`config.mk`:
```
export PLATFORM = sky130hd
export DESIGN_NAME = pipelined_adder
export DESIGN_NICKNAME = d
export VERILOG_FILES = /design/src/rtl/pipelined_adder.sv
export SDC_FILE = /design/constraint.sdc
export NUM_CORES = 1
export LEC_CHECK = 0
export BUFFER_PORTS_ARGS = -buffer_cell sky130_fd_sc_hd__buf_2
export CORE_UTILIZATION = 55
export DETAILED_ROUTE_END_ITERATION = 8
export GPL_TIMING_DRIVEN = 0
export PLACE_DENSITY_LB_ADDON = 0.15
export RECOVER_POWER = 100
export SYNTH_ARGS = -nofsm -noshare
export SYNTH_HDL_FRONTEND = slang
export SYNTH_SLANG_ARGS = --single-unit
```
`constraint.sdc`:
```
create_clock -name clk -period 2.5 [get_ports clk]
set_clock_uncertainty 0.2 [all_clocks]
set_input_delay 0.25 -clock clk [delete_from_list [all_inputs] [get_ports clk]]
set_output_delay 0.25 -clock clk [all_outputs]
set_load 0.01 [all_outputs]
```
`src/rtl/pipelined_adder.sv`:
```
// K-bit adder split into STAGES chunk stages with a registered carry between stages and
// valid/ready flow control. Optional PIPELINED_ADDER_SUB_EN macro adds a per-beat subtract port.
module pipelined_adder #(
    parameter int K      = 16,
    parameter int STAGES = 4
) (
    input  logic         clk,
    input  logic         resetn,
    input  logic         in_valid,
    output logic         in_ready,
    input  logic [K-1:0] a,
    input  logic [K-1:0] b,
    input  logic         cin,
`ifdef PIPELINED_ADDER_SUB_EN
    input  logic         sub,
`endif
    output logic         out_valid,
    input  logic         out_ready,
    output logic [K:0]   sum
);

    localparam int W = K / STAGES;

    // Bit mask covering chunk s of a K-bit word.
    function automatic logic [K-1:0] chunk_mask(input int s);
        logic [K-1:0] low;
        low = (K'(1'b1) << W) - K'(1'b1);
        return low << (s * W);
    endfunction

    // acc_r holds finished result chunks 0..s in its low part and still-pending
    // operand A chunks above; bop_r carries operand B alongside.
    logic [STAGES-1:0] v_r;
    logic [STAGES-1:0] c_r;
    logic [K-1:0]      acc_r [STAGES];
    logic [K-1:0]      bop_r [STAGES];

    logic [STAGES-1:0] rdy_s;
    logic [STAGES-1:0] v_in_s;
    logic [STAGES-1:0] c_in_s;
    logic [STAGES-1:0] c_nx_s;
    logic [K-1:0]      acc_in_s [STAGES];
    logic [K-1:0]      bop_in_s [STAGES];
    logic [K-1:0]      acc_nx_s [STAGES];
    logic [W:0]        part_s   [STAGES];
    logic [K-1:0]      b_eff_s;
    logic              cin_eff_s;

    // Operand conditioning: subtraction is a + ~b + 1.
    always_comb begin
`ifdef PIPELINED_ADDER_SUB_EN
        if (sub) begin
            b_eff_s   = ~b;
            cin_eff_s = 1'b1;
        end else begin
            b_eff_s   = b;
            cin_eff_s = cin;
        end
`else
        b_eff_s   = b;
        cin_eff_s = cin;
`endif
    end

    // Ready chain from the output back to the input.
    always_comb begin
        logic r;
        rdy_s = '0;
        r = !v_r[STAGES-1] || out_ready;
        rdy_s[STAGES-1] = r;
        for (int s = STAGES - 2; s >= 0; s--) begin
            r = !v_r[s] || r;
            rdy_s[s] = r;
        end
    end

    // Select what each stage would load: the input beat for stage 0, else the stage before.
    always_comb begin
        v_in_s = '0;
        c_in_s = '0;
        for (int s = 0; s < STAGES; s++) begin
            acc_in_s[s] = '0;
            bop_in_s[s] = '0;
        end
        v_in_s[0]   = in_valid;
        c_in_s[0]   = cin_eff_s;
        acc_in_s[0] = a;
        bop_in_s[0] = b_eff_s;
        for (int s = 1; s < STAGES; s++) begin
            v_in_s[s]   = v_r[s-1];
            c_in_s[s]   = c_r[s-1];
            acc_in_s[s] = acc_r[s-1];
            bop_in_s[s] = bop_r[s-1];
        end
    end

    // One W-bit ripple per stage; the result chunk replaces the consumed A chunk.
    always_comb begin
        c_nx_s = '0;
        for (int s = 0; s < STAGES; s++) begin
            part_s[s]   = {1'b0, W'(acc_in_s[s] >> (s * W))}
                        + {1'b0, W'(bop_in_s[s] >> (s * W))}
                        + {{W{1'b0}}, c_in_s[s]};
            acc_nx_s[s] = (acc_in_s[s] & ~chunk_mask(s))
                        | (K'(part_s[s][W-1:0]) << (s * W));
            c_nx_s[s]   = part_s[s][W];
        end
    end

    // Stage registers; data only moves with a valid beat so a stalled output holds steady.
    always_ff @(posedge clk or negedge resetn) begin
        if (!resetn) begin
            v_r <= '0;
            c_r <= '0;
            for (int s = 0; s < STAGES; s++) begin
                acc_r[s] <= '0;
                bop_r[s] <= '0;
            end
        end else begin
            for (int s = 0; s < STAGES; s++) begin
                if (rdy_s[s]) begin
                    v_r[s] <= v_in_s[s];
                    if (v_in_s[s]) begin
                        c_r[s]   <= c_nx_s[s];
                        acc_r[s] <= acc_nx_s[s];
                        bop_r[s] <= bop_in_s[s];
                    end
                end
            end
        end
    end

    assign in_ready  = rdy_s[0];
    assign out_valid = v_r[STAGES-1];
    assign sum       = {c_r[STAGES-1], acc_r[STAGES-1]};

endmodule

```
# [Word level (Yosys, flattened, before mapping)]
# Cells that the tools add are included.
# W data, S select, Z words.
[totals] input_bits=37 reg_bits=120 out_inout_bits=19
[classes] addsub=8 reduce_logical=12 bitwise_logic=4
[op_table] cell="$add A4 B4 Y5" count=4
[op_table] cell="$add A5 B1 Y5" count=4
[op_table] cell="$or A12 B16 Y16" count=1
[op_table] cell="$or A16 B12 Y16" count=1
[op_table] cell="$or A16 B4 Y16" count=1
[op_table] cell="$or A16 B8 Y16" count=1
[op_table] cell="$reduce_and A2 Y1" count=4
[op_table] cell="$logic_not A1 Y1" count=4
[op_table] cell="$logic_or A1 B1 Y1" count=4

# [Depth between registers and ports, before layout]
# Gate-level depths: netlist of the first run.
[logic_depth] depth_word=6 ltp_mapped=7

# [Worst setup path before layout of the first run]
# OpenSTA, ideal clock, no wires.
[synth_path] path_kind="register -> register" from="register c_r[2]" to="register c_r[3]" t_arrival_ps=1570 path_buffers=0 synth_period_minus_slack_ps=1899 required_time_ps=2172 path_stages_with_launch=6 path_slack_ps=601 cell_sequence="dfrtp_1 > fa_1 > fa_1 > a21o_1 > a21oi_1 > o21ai_0"
[synth_between] elab_chain_len=1
[synth_rtl] element="start: declaration" line="34" text="logic [STAGES-1:0] c_r;"
[synth_rtl] element="start signal: indexed assignment" line="124" text="c_r[s] <= c_nx_s[s];"
[synth_rtl] element="$add A5 B1 Y5" line="103" text="+ {{W{1'b0}}, c_in_s[s]};"
# Every way passes these cells.
# A chain may end at the register's enable or synchronous reset.

# [Final worst setup path of the first run]
[layout_path] from="input out_ready" to="register acc_r (netlist bit acc_in_s[24])"
[layout_between] elab_chain_len=4
[layout_rtl] element="start: declaration" line="18" text="input logic out_ready,"
[layout_rtl] element="$logic_or A1 B1 Y1" line="69" text="r = !v_r[STAGES-1] || out_ready;"
[layout_rtl] element="$logic_or A1 B1 Y1 (2 in series)" line="72" text="r = !v_r[s] || r;"
[layout_rtl] element="$reduce_and A2 Y1 (no source line)"
[layout_rtl] element="end signal: indexed assignment" line="125" text="acc_r[s] <= acc_nx_s[s];"
[layout_rtl] element="end: declaration" line="35" text="logic [K-1:0] acc_r [STAGES];"
# Every way passes these cells.

==> results summary, run 1 <==
The fraction of layout instances using a drive strength above 1 is 0.3697. The complex-gate fraction of the synthesized area came out at 0.04544. The cell with the biggest individual delay on the critical path is sky130_fd_sc_hd__dlygate4sd3_1.

The post-synthesis share of cell area spent on full adders, half adders and majority gates is 0.07563. The core utilization of the finished layout came out at 0.6903. The number of antenna diodes is 0. In this run the power density over the cells is 984.0 nW/um^2. STA puts the critical path data required time at 2.54 ns. The depth of the CTS H-tree came out at 3. Of all flip-flops after synthesis, the portion carrying an async set or reset was 1.000. The synthesized area per cell is 14.81 um^2.

The placed wire-length estimate came out at 4634 um. The via density per instance is 5.046. During I/O placement, the number of pins put on the boundary was 56. The number of cells on the critical path is 6.

For this design the static power due to leakage is 2.280 nW. In this run the clock root is driven by a sky130_fd_sc_hd__clkbuf_8. The setup slack of the most critical reg-to-reg path is 0.44 ns. The worst register-to-register path ends at c_r[3]$_DFFE_PN0P_.

STA puts the critical path data arrival time at 2.26 ns. By area the synthesized netlist is led by sky130_fd_sc_hd__dfrtp_1 59%, sky130_fd_sc_hd__mux2_2 21%, sky130_fd_sc_hd__fa_1 3.9%. Of the total synthesized cell area, the portion taken by AND, OR, NAND and NOR gates is 0.03294. The slew at the pin closest to its max-slew limit came out at 1.036 ns.

The share of synthesized area occupied by flip-flops and latches is 0.5855. The startpoint kind of the worst setup timing path is an input port. The placer's final routability congestion estimate is 0.7040. TritonCTS built the clock tree. Max-cap violations in this run came to 0. The critical register-to-register path startpoint is c_r[2]$_DFFE_PN0P_. The maximum number of pins on one net before global-route repair came out at 57. The netlist uses 20 different library cells.

Among all flip-flop cells after synthesis, the most frequent one is sky130_fd_sc_hd__dfrtp_1. Synthesis inferred 96 register bits. Measured along the y axis, the die boundary spans 88.37 um. Of the total synthesized cell area, the portion taken by XOR and XNOR cells is 0.01708. The number of search-and-repair iterations in the first detailed-routing pass came out at 2.

The final route contains 2397 vias. The maximum clock rate came out at 450.0 MHz. The post-synthesis cell count came out at 277. Of all cell types, the one taking the most synthesized area is sky130_fd_sc_hd__dfrtp_1. The tightest hold margin came out at 0.08862 ns. The worst hold path passes through 3 cells. The hold violation count in the final report is 0. By area, the combinational part of the netlist is dominated by multiplexers.

The clock drives 96 sinks. Among cell families on the critical path, the largest total delay comes from buffers and inverters. The flow ran to the end, and the final reports show no timing, DRC or antenna violations. The placeable core region came out at 7214 um^2. Fill cells in the final layout number 570. The critical path startpoint is out_ready. The count of antenna-violating nets left after detailed routing came out at 0. The peak supply drop came out at 497.0 uV.

The synthesized cell area came out at 4103 um^2. The total routed wirelength is 6807 um. The latest clock arrival within the worst-skew pair came out at 0.35 ns. The residual DRC count came out at 0.

The signal on the critical path passes through dlygate4sd3_1 -> clkbuf_1 -> nand4b_1 -> nand2_1 -> buf_6 -> mux2_2. The min-delay analysis places its worst path in the category input port to flop. The number of flops mapped to enable cells by yosys is 0. TritonCTS created 9 clock buffers. Measured against the total synthesized area, the mux share comes to 0.2141. After global routing the overflow that remains totals 0. The number of cells on the worst reg-to-reg path is 5. The setup TNS after final layout came out at 0 ns. The clock passes through at most 2 buffers.

The number of antenna violations at the first check in global routing came out at 0. The final number of max-transition violations came out at 0. The portion of synthesized cell area occupied by the leading cell type came out at 0.5855.

The global-route usage over all layers came out at 0.1913. The portion of the clock cycle consumed by the worst path in the final layout came out at 0.8888. The start-to-end type of the worst setup path is input port to flop. The number of I/O port buffers is 55. The first-pass GRT wire length is 10810 um. The starting density of the core came out at 0.5687. In this run the core area contains 31 standard-cell rows.

The end point of the worst hold path is acc_in_s[32]$_DFFE_PN0P_. In this run the post-CTS setup repair buffer count came out at 0. The highest cell delay on the worst timing path came out at 0.53 ns. The number of nets handed over by synthesis was 334. Setup repair after global routing left no endpoint under its margin. The count of endpoints failing setup in the final report is 0. The detail-routed net length per standard cell is 14.33 um. The area growth from synthesis to layout came out at 21.38%. The number of DRC markers in iteration 0 came out at 93. The via count of the first global-routing pass is 2300. The final net count is 428. In this run the horizontal extent of the chip is 88.37 um. The worst setup path is captured at a flop. By instance count, the leading cell after synthesis is sky130_fd_sc_hd__dfrtp_1. The smallest clock period supported by the final layout is computed as 2.222 ns. The floorplan die area came out at 7808 um^2. For this run, the number of Yosys warnings is 0. The register clock-pin slew on the reported worst setup and hold paths is 0.09 ns. The maximum fanout along the worst path is 10. By count the netlist is led by 96 x sky130_fd_sc_hd__dfrtp_1, 78 x sky130_fd_sc_hd__mux2_2, 16 x sky130_fd_sc_hd__nand2_1. Measured against its own limit, the worst slew margin works out to 0.3094. The count of buffering cells on the critical path with inverters included came out at 3. The startpoint identified for the worst hold timing path is cin.
## metal layers
layer  part of all wire  global-route usage
met1               0.46              0.2495
met2               0.50              0.3147
met3              0.023             0.03638
met4              0.017             0.08358
met5                  0                   0
## area by class of cell
| cell class | count | area, um^2 | share of cell area |
|---|---|---|---|
| flip-flops and latches | 96 | 2402 | 0.4824 |
| multi-input cells | 162 | 1560 | 0.3133 |
| repair buffers | 83 | 548.0 | 0.1101 |
| clock buffers | 10 | 137.6 | 0.02764 |
| well taps | 99 | 123.9 | 0.02487 |
| clock inverters | 6 | 91.34 | 0.01834 |
| plain buffers | 10 | 82.58 | 0.01658 |
| inverters | 9 | 33.78 | 0.006784 |
## power breakdown
part / switching (mW) / internal [mW]
Combinational: 0.619 / 0.786
Sequential: 0.288 / 2.07
Clock: 0.538 / 0.596
Total: 1.45 / 3.45
## worst register-to-register path, delay by kind of cell (launching register included)
family	cells	cell delay (ns)
AOI/OAI and AO/OA	3	0.39
DFF	1	0.41
adders and majority gates	2	0.95
## sequential cells by signal, indices dropped and copies added (netlist names)
name and cells:
bop_in_s 24, v_r 4, sum 16, acc_in_s 48, c_r 4
## stage by stage
step | worst slack [ns] | total power [mW] | cell area (um^2) | cells
CTS | 0.4293 | 5.005 | 5031 | 475
finish | 0.2779 | 4.900 | 4980 | 475
global route | 0.1733 | 5.242 | 4980 | 475
global placement | 0.06261 | 3.739 | 4502 | 431
detailed placement | 0.4590 | 3.834 | 4532 | 432
floorplan | 0.6014 | 3.360 | 4103 | 277
## worst max-delay path by stage
stage / endpoint / slack, ns
3_5_place_dp: c_r[3]$_DFFE_PN0P_ / 0.46
4_1_cts: c_r[1]$_DFFE_PN0P_ / 0.43
5_1_grt: acc_in_s[24]$_DFFE_PN0P_ / 0.17
6_report: acc_in_s[24]$_DFFE_PN0P_ / 0.28
2_1_floorplan: c_r[3]$_DFFE_PN0P_ / 0.60
3_3_place_gp: bop_in_s[39]$_DFFE_PN0P_ / 0.06
## kinds of logic (layout without fill, tap and decap cells)
group	Yosys count	after routing
adders and majority gates	20	20
buffers and inverters	19	118
muxes	78	78
and+or+nand+nor	25	25
DFF	96	96
AOI/OAI and AO/OA	31	31
xor gates and xnor gates	8	8
## what timing repair did
| action | CTS | global route |
|---|---|---|
| hold buffers | 27 | 0 |
| endpoints found under the hold margin | 66 | 0 |
| resized for setup | 0 | 0 |
## cell usage in the layout (no fill, tap or decap), types with 5 or more instances in the layout
cell type	Yosys	routed
sky130_fd_sc_hd__mux2_2	78	78
sky130_fd_sc_hd__inv_1	9	9
sky130_fd_sc_hd__nand2_1	16	18
sky130_fd_sc_hd__dfrtp_1	96	96
sky130_fd_sc_hd__buf_2	3	34
sky130_fd_sc_hd__a21o_1	8	8
sky130_fd_sc_hd__fa_1	8	8
sky130_fd_sc_hd__ha_1	12	12
sky130_fd_sc_hd__buf_6	5	5
sky130_fd_sc_hd__a21oi_1	8	8
sky130_fd_sc_hd__o21ai_0	14	14
sky130_fd_sc_hd__dlygate4sd3_1	0	27
sky130_fd_sc_hd__xor2_1	6	6
sky130_fd_sc_hd__clkbuf_1	0	23
sky130_fd_sc_hd__clkbuf_8	0	10
No activity file was read; power rests on OpenSTA's default activity.
==> run 2: changes to the inputs <==
--- a/config.mk
+++ b/config.mk
@@ -8,7 +8,6 @@
 export BUFFER_PORTS_ARGS = -buffer_cell sky130_fd_sc_hd__buf_2
 export CORE_UTILIZATION = 55
 export DETAILED_ROUTE_END_ITERATION = 8
-export GPL_TIMING_DRIVEN = 0
 export PLACE_DENSITY_LB_ADDON = 0.15
 export RECOVER_POWER = 100
 export SYNTH_ARGS = -nofsm -noshare
==> run 2 against run 1 <==
Effect of this change:
- routed wire length decreased by 6.4%
- first-iteration DRC count decreased by 24%
- via count shrank 3.2%
- clock power is 9% lower
- flip-flop and latch count did not move
- global-route usage fell by 0.65 points
- critical path depth down 1
- cell count is 1.5% lower
- highest routed layer unchanged
- die area did not move
- utilization decreased by 1.2 points
- non-clock buffer count decreased by 7
- critical path type unchanged
==> results summary, run 2 (same netlist as run 1, synthesis figures left out) <==
The flow ran to the end, and the final reports show no timing, DRC or antenna violations. The via count of the first global-routing pass is 2351. The global-route usage over all layers came out at 0.1848. The area growth from synthesis to layout came out at 19.24%.

The worst setup path is captured at a flop. The maximum clock rate is 456.8 MHz. The latest clock arrival within the worst-skew pair came out at 0.35 ns. The top cell types in the final layout, fill and taps aside, are 96 x sky130_fd_sc_hd__dfrtp_1, 78 x sky130_fd_sc_hd__mux2_2, 34 x sky130_fd_sc_hd__buf_2. The placer's final routability congestion estimate is 0.6880. Entering global routing, the biggest net connects 53 pins. The count of maximum capacitance violations came out at 0. After detailed routing, the number of vias per cell comes to 4.959. The first-pass GRT wire length is 10740 um. The I/O pin count is 56. The hold violation count in the final report is 0. The headroom to the max-slew limit is 0.1434.

The worst setup path is launched from an input port. The peak supply drop is 478.1 uV. The residual DRC count is 0.

Counting the buffers created by CTS gives 9. The total global routing overflow came out at 0. The critical path is of the input port to flop type. TritonCTS built the clock tree. The total power came out at 4.748 mW. The setup TNS after final layout is 0 ns. The flip-flop count of the largest register after layout came out at 48.

The number of search-and-repair iterations in the first detailed-routing pass is 4. The count of endpoints failing setup in the final report came out at 0. The setup slack of the most critical reg-to-reg path came out at 0.47 ns. The placed cell area came out at 4461 um^2. Clock-pin slew was measured on the worst setup and hold paths at 0.09 ns. The total non-filler cell area in the finished layout came out at 4892 um^2. The chip height came out at 88.37 um. The clock tree synthesis step divided the H-tree into 3 levels.

The final number of max-transition violations is 0. Across all layers, the routed design uses 2321 vias. The data arrival time of the worst path is 2.23 ns. The number of DRC markers in iteration 0 is 71. The starting density of the core is 0.5687. The floorplan die area came out at 7808 um^2.

Setup repair after global routing left no endpoint under its margin. The maximum clock path buffer count came out at 2. The fraction of layout instances using a drive strength above 1 came out at 0.3659. The count of antenna-violating nets left after detailed routing is 0.

The library cell used most frequently in the layout, excluding fill and tap cells, is sky130_fd_sc_hd__dfrtp_1. The tree built by TritonCTS fans out to 96 sinks. The placed cell count is 425. Once the clock tree was built, the resizer swapped 0 gates to a different size.

The maximum fanout along the worst path came out at 28. The number of antenna violations at the first check in global routing is 0. The slew at the pin closest to its max-slew limit came out at 1.285 ns.

After floorplanning, the core was sized to cover 7214 um^2. In this run the worst hold path is classified as input port to flop. The number of I/O port buffers came out at 55.

The detail-routed net length per standard cell is 13.61 um. The total routed wirelength is 6371 um. The standby leakage power came out at 2.222 nW.

The final critical delay including setup and external delays came out at 2.189 ns. The floorplan step set the die width to 88.37 um. The net count of the finished layout is 421. The portion of the clock cycle consumed by the worst path in the final layout came out at 0.8757.

The placed wire-length estimate came out at 4275 um. The core utilization of the finished layout is 0.6781. The number of antenna diodes came out at 0. The required time of the critical path came out at 2.54 ns. The row count is 31.

The root buffer cell is sky130_fd_sc_hd__clkbuf_8. Post-CTS timing repair inserted 0 buffers for setup. The number of cells in the finished layout apart from fillers came out at 468. The power density of the placed cells is 970.5 nW/um^2.
## run 2: cell count changes in the layout (fill, tap and decap cells not counted), moves of 2 or more
cell,change
sky130_fd_sc_hd__clkinvlp_4,+3
sky130_fd_sc_hd__nand2_1,-2
sky130_fd_sc_hd__clkinv_4,-2
sky130_fd_sc_hd__buf_6,-5
sky130_fd_sc_hd__nand2_2,+2
## run 2: path summary, 6_finish.rpt
kind | startpoint | end | depth (start not counted)
setup / recovery | out_ready | acc_in_s[25]$_DFFE_PN0P_ | 5
hold / removal | cin | acc_in_s[32]$_DFFE_PN0P_ | 3
setup reg to reg | c_r[2]$_DFFE_PN0P_ | c_r[3]$_DFFE_PN0P_ | 5
hold reg to reg | acc_in_s[10]$_DFFE_PN0P_ | acc_in_s[10]$_DFFE_PN0P_ | 2
max in group asynchronous | resetn | acc_in_s[19]$_DFFE_PN0P_ | 3
min in group asynchronous | resetn | acc_in_s[46]$_DFFE_PN0P_ | 2
## run 2: critical path, cell delays in order
cell	delay [ns]
sky130_fd_sc_hd__dlygate4sd3_1	0.53
sky130_fd_sc_hd__clkbuf_1	0.12
sky130_fd_sc_hd__nand4b_1	0.31
sky130_fd_sc_hd__nand2_2	0.59
sky130_fd_sc_hd__mux2_2	0.41
## run 2: area by class of cell
class                   instances  area (um^2)
clock buffers                  12        155.1
repair buffers                 86        559.3
fillers                       557         2322
multi-input cells             162         1565
clock inverters                 4        52.55
well taps                      99        123.9
flip-flops and latches         96         2402
inverters                       9        33.78
## run 2: report_power, final
group          total (mW)  internal (mW)  switching [mW]
clock network        1.03          0.517           0.512
registers            2.36           2.07           0.286
logic                1.36          0.756           0.605
## run 2: per-stage QoR
step | hold WS (ns) | setup WS (ns)
after floorplan | -0.2456 | 0.6014
after detailed placement | -0.03344 | 0.4842
after global placement | -0.03824 | 0.5290
after global routing | 0.1039 | 0.2008
after CTS | 0.08932 | 0.4421
final | 0.1060 | 0.3107
## run 2: per-layer routing
metal	GRT usage	share of wire	vias up	wire length, um
met3	0.03638	0.033	10	209
met5	0	0	-	0
met1	0.2478	0.47	1143	3011
met2	0.2944	0.48	42	3033
met4	0.08358	0.018	0	115
li1	-	-	1126	-
## run 2: timing repair
item                       in CTS  in global routing
hold buffers                   27                  0
setup endpoints to repair       0                  0
hold endpoints to repair      122                  0
